<file path="src/rtl/dbus_timer.sv">
// dbus_timer: memory-mapped timer/compare peripheral on the CPU data bus.
// Register window of four words: CTRL, PRESCALE, COUNT, COMPARE.
// Provides a prescaled counter (free-running with reload, or one-shot),
// a sticky compare MATCH flag (write-1-to-clear) and a level interrupt.
module dbus_timer #(
  parameter logic [31:0] BASE_ADDR  = 32'h0000_0800,
  parameter int          PRESCALE_W = 16
) (
  input  logic        clk,
  input  logic        reset,
  input  logic [31:0] daddr,
  input  logic [31:0] dwdata,
  input  logic [3:0]  dwe,
  output logic [31:0] drdata,
  output logic        hit,
  output logic        irq
);

  localparam logic [PRESCALE_W-1:0] PCNT_ONE = PRESCALE_W'(1);

  logic                  en, reload, irq_en, match;
  logic [PRESCALE_W-1:0] prescale, pcnt;
  logic [31:0]           count, compare;

  logic [31:0] lane_mask, prescale_ext, prescale_new, count_new, compare_new;
  logic        wr, wr_ctrl, wr_pre, wr_count, wr_cmp;
  logic        tick, step, set_match;
  logic        unused_bits;

  assign hit       = (daddr[31:4] == BASE_ADDR[31:4]);
  assign lane_mask = {{8{dwe[3]}}, {8{dwe[2]}}, {8{dwe[1]}}, {8{dwe[0]}}};

  assign wr       = hit & (|dwe);
  assign wr_ctrl  = wr & (daddr[3:2] == 2'd0);
  assign wr_pre   = wr & (daddr[3:2] == 2'd1);
  assign wr_count = wr & (daddr[3:2] == 2'd2);
  assign wr_cmp   = wr & (daddr[3:2] == 2'd3);

  // A CPU write to COUNT overrides the tick entirely (no increment, no compare).
  assign tick      = en & (pcnt == prescale);
  assign step      = tick & ~wr_count;
  assign set_match = step & (count == compare);

  // Zero-extend the prescaler so byte-lane merging works on a full word.
  always_comb begin
    prescale_ext = '0;
    prescale_ext[PRESCALE_W-1:0] = prescale;
  end

  assign prescale_new = (prescale_ext & ~lane_mask) | (dwdata & lane_mask);
  assign count_new    = (count        & ~lane_mask) | (dwdata & lane_mask);
  assign compare_new  = (compare      & ~lane_mask) | (dwdata & lane_mask);

  // Byte address bits and the upper prescale bits are intentionally ignored.
  assign unused_bits = &{1'b0, daddr[1:0], prescale_new};

  assign irq = match & irq_en;

  // Zero-latency register read mux; reads 0 outside the window.
  always_comb begin
    drdata = 32'h0;
    if (hit) begin
      case (daddr[3:2])
        2'd0:    drdata = {23'h0, match, 5'h0, irq_en, reload, en};
        2'd1:    drdata = prescale_ext;
        2'd2:    drdata = count;
        default: drdata = compare;
      endcase
    end
  end

  // Prescaler: counts while enabled, restarts on tick or on CTRL/PRESCALE writes.
  always_ff @(posedge clk or posedge reset) begin
    if (reset)                 pcnt <= '0;
    else if (wr_ctrl | wr_pre) pcnt <= '0;
    else if (!en || tick)      pcnt <= '0;
    else                       pcnt <= pcnt + PCNT_ONE;
  end

  // CTRL bits: one-shot auto-disable loses to a CPU EN write; match set beats W1C.
  always_ff @(posedge clk or posedge reset) begin
    if (reset) begin
      en     <= 1'b0;
      reload <= 1'b0;
      irq_en <= 1'b0;
      match  <= 1'b0;
    end else begin
      if (set_match) begin
        match <= 1'b1;
        if (!reload) en <= 1'b0;
      end
      if (wr_ctrl && dwe[0]) begin
        en     <= dwdata[0];
        reload <= dwdata[1];
        irq_en <= dwdata[2];
      end
      if (wr_ctrl && dwe[1] && dwdata[8] && !set_match) match <= 1'b0;
    end
  end

  // COUNT: CPU write wins, else advance on tick (reload to 0 or hold on match).
  always_ff @(posedge clk or posedge reset) begin
    if (reset)          count <= 32'h0;
    else if (wr_count)  count <= count_new;
    else if (set_match) count <= reload ? 32'h0 : count;
    else if (step)      count <= count + 32'd1;
  end

  // PRESCALE and COMPARE are plain byte-writable registers.
  always_ff @(posedge clk or posedge reset) begin
    if (reset) begin
      prescale <= '0;
      compare  <= 32'h0;
    end else begin
      if (wr_pre) prescale <= prescale_new[PRESCALE_W-1:0];
      if (wr_cmp) compare  <= compare_new;
    end
  end

endmodule

</file>
<file path="config.mk">
export PLATFORM = sky130hd
export DESIGN_NAME = dbus_timer
export DESIGN_NICKNAME = d
export VERILOG_FILES = /design/src/rtl/dbus_timer.sv
export SDC_FILE = /design/constraint.sdc
export NUM_CORES = 1
export LEC_CHECK = 0
export BUFFER_PORTS_ARGS = -buffer_cell sky130_fd_sc_hd__buf_4
export CORE_MARGIN = 2
export CORE_UTILIZATION = 58
export DETAILED_ROUTE_END_ITERATION = 10
export GPL_TIMING_DRIVEN = 0
export PLACE_DENSITY = 0.89
export SYNTH_ARGS = -nofsm -noshare
export SYNTH_HDL_FRONTEND = slang
export SYNTH_SLANG_ARGS = --single-unit
</file>
<file path="constraint.sdc">
create_clock -name clk -period 4.1 [get_ports clk]
set_input_delay 0.615 -clock clk [delete_from_list [all_inputs] [get_ports clk]]
set_output_delay 0.615 -clock clk [all_outputs]
set_load 0.02 [all_outputs]
</file>
==> impl_metrics.json <==
{
  "worstMarginPinSlew_ns": 1.10,
  "ys_types": 57,
  "powerDensity_nw_per_um2": 234,
  "vdd_drop_max_uv": 238,
  "placed_cells": 914,
  "synth_edf_count": 0,
  "finalSetupViolCount": 0,
  "drc": 0,
  "synth_seq_cells": 100,
  "ctsResizeCount": 0,
  "grt_util_all_layers_pct": 33.1,
  "use_met1_pct": 44.1,
  "start_kind": "input pin",
  "maxCapViolCount": 0,
  "die_area_um2": 12100,
  "synthArstFlopShare_pct": 100,
  "yosysSeqAreaShare_pct": 38.5,
  "fill_cells": 801,
  "cts.sinks": 100,
  "wl_mm": 19.2,
  "crit_path_max_fanout": 10,
  "nets": 857,
  "worstSkewPairLatency_ns": 0.40,
  "row_count": 38,
  "min_period_over_period_pct": 84.4,
  "slew_headroom_pct": 25.6,
  "core_um2": 10900,
  "grt_max_degree": 61,
  "cts_hold_buf": 0,
  "synth_ff_type": "dfrtp_1",
  "initial_core_util_pct": 59.6,
  "grt.overflow.total": 0,
  "status": "finished clean",
  "viasPerCell": 6.39,
  "synth_warnings": 0,
  "power_mw": 1.79,
  "hold_class": "in2async",
  "area_delta_synth_final_pct": 17.7,
  "vias": 5943,
  "finalHoldViolations": 0,
  "drtIter0Drc": 669,
  "cts_tree": "yes",
  "portBuffers": 98,
  "r2r_cells": 9,
  "cp.arrival_ns": 2.84,
  "cts_max_path_buffers": 2,
  "clkSlewWorstSetupHoldPaths_ns": 0.09,
  "cp-end-kind": "output pin",
  "layout-drive-gt1-share_pct": 26.8,
  "detail-route-antenna-nets": 0,
  "dp_hpwl_mm": 14.6,
  "place.gp.congestion": 1.02,
  "stdcell_count": 930,
  "cts_buffers": 9,
  "final_common_cell": "buf_4",
  "dr.pass1.iters": 7,
  "maxSlewViolCount": 0,
  "grt.busiest_layer": "met2",
  "avgSynthCellArea_um2": 9.62,
  "rsz0062_at_grt": "false",
  "layout_common_cells": "buf_4, dfrtp_1, nor2_1",
  "grt_pass1_vias": 5684,
  "fin_skew_ns": 0.0181,
  "syn-instance-count": 675,
  "cts_root_buf": "clkbuf_8",
  "synth.cell_area_um2": 6490,
  "antenna_found_initial": 0,
  "die_w_um": 110,
  "die_y_um": 110,
  "reg2reg_slack_ns": 1.01,
  "antennaDiodeCount": 0,
  "postCtsSetupRepairBufs": 0,
  "use_met2_pct": 53.4,
  "grt_pass1_wl_mm": 29.9,
  "detail_route.wl_per_cell_um": 20.7,
  "met3_usage_pct": 6.88,
  "post-route-util_pct": 70.2,
  "fmax_mhz": 289,
  "htreeDepth": 3,
  "p_leak_nw": 3.66,
  "crit_type": "in2out",
  "num_io_pins": 104,
  "required_ns": 3.48,
  "synth_fp_nets": 747,
  "min_period_ns": 3.46
}
==> worst max-delay path by stage <==
| stage | from | end | cells after the start |
|---|---|---|---|
| 6_report | daddr[2] | drdata[22] | 7 |
| 3_5_place_dp | daddr[2] | drdata[25] | 7 |
| 4_1_cts | daddr[2] | drdata[25] | 7 |
| 5_1_grt | daddr[2] | drdata[22] | 7 |
| 2_1_floorplan | reset | async pin | 1 |
| 3_3_place_gp | reset | async pin | 2 |
==> cell families after synthesis <==
logic type / share of synthesized area (%)
AOI/OAI and AO/OA: 13.6
xor gates and xnor gates: 8.23
adders and majority gates: 0.385
buffers and inverters: 4.91
DFF: 38.5
muxes: 14.2
and+or+nand+nor: 20.1
==> layout make-up <==
type / count / area (um^2) / share of cell area (%)
multi-input cells: 512 / 3670 / 48.0
flip-flops and latches: 100 / 2500 / 32.7
well taps: 140 / 175 / 2.29
clock inverters: 4 / 55.1 / 0.720
clock buffers: 12 / 155 / 2.03
inverters: 22 / 85.1 / 1.11
repair buffers: 99 / 763 / 9.99
plain buffers: 41 / 236 / 3.09
==> critical path, cell delays in order <==
cell and delay, ns:
buf_2 0.19, clkbuf_1 0.40, clkbuf_1 0.65, buf_2 0.45
mux2i_1 0.28, nor2_1 0.06, buf_4 0.17
==> per-stage QoR <==
step | setup TNS (ns) | hold slack, ns | setup WS, ns | cell area (um^2)
2_1_floorplan | 0 | 0.456 | 0.866 | 6490
3_3_place_gp | -23.74 | 0.507 | -0.245 | 7400
4_1_cts | 0 | 0.286 | 0.670 | 7640
3_5_place_dp | 0 | 0.531 | 0.684 | 7430
6_report | 0 | 0.268 | 0.641 | 7640
5_1_grt | 0 | 0.309 | 0.537 | 7640
==> Yosys cell counts, types with 6 or more instances <==
cell type  instances  area (um^2)
a22oi_1           13         97.6
o2bb2ai_1         11         96.3
and3_1            12         75.1
clkbuf_1          18         67.6
o21ai_0           28          140
o22ai_1            8         50.1
nand2_1           24         90.1
nor4_1            16          100
a21oi_1           18         90.1
nor3_1            13         65.1
a22o_1             8         70.1
inv_1             21         78.8
o21ai_1            6         30.0
mux2_2            49          552
buf_6              7         78.8
nand4_1           16          100
dfrtp_1          100         2500
and2_1            13         81.3
nand3_1           21          105
mux2i_1           28          280
nor2_1            88          330
a21boi_0           6         45.0
nor4_2             8          100
o31ai_1            6         45.0
a32oi_1            9         78.8
xor2_1            58          508
buf_2             12         60.1
==> where the power goes <==
part           internal, mW  total, mW  switching, mW
logic                0.0560      0.122         0.0661
clock network         0.319      0.681          0.362
registers             0.985      0.985   0.0000000441
total                  1.36       1.79          0.428
==> per-layer routing <==
layer / share of wire [%] / wire length, um / up-vias
met2: 48 / 9250 / 331
met5: 0 / 0 / -
met4: 3.1 / 593 / 0
met1: 40 / 7700 / 2876
met3: 8.8 / 1690 / 63
li1: - / - / 2673
Note: power is estimated with default switching activity, not from simulation.
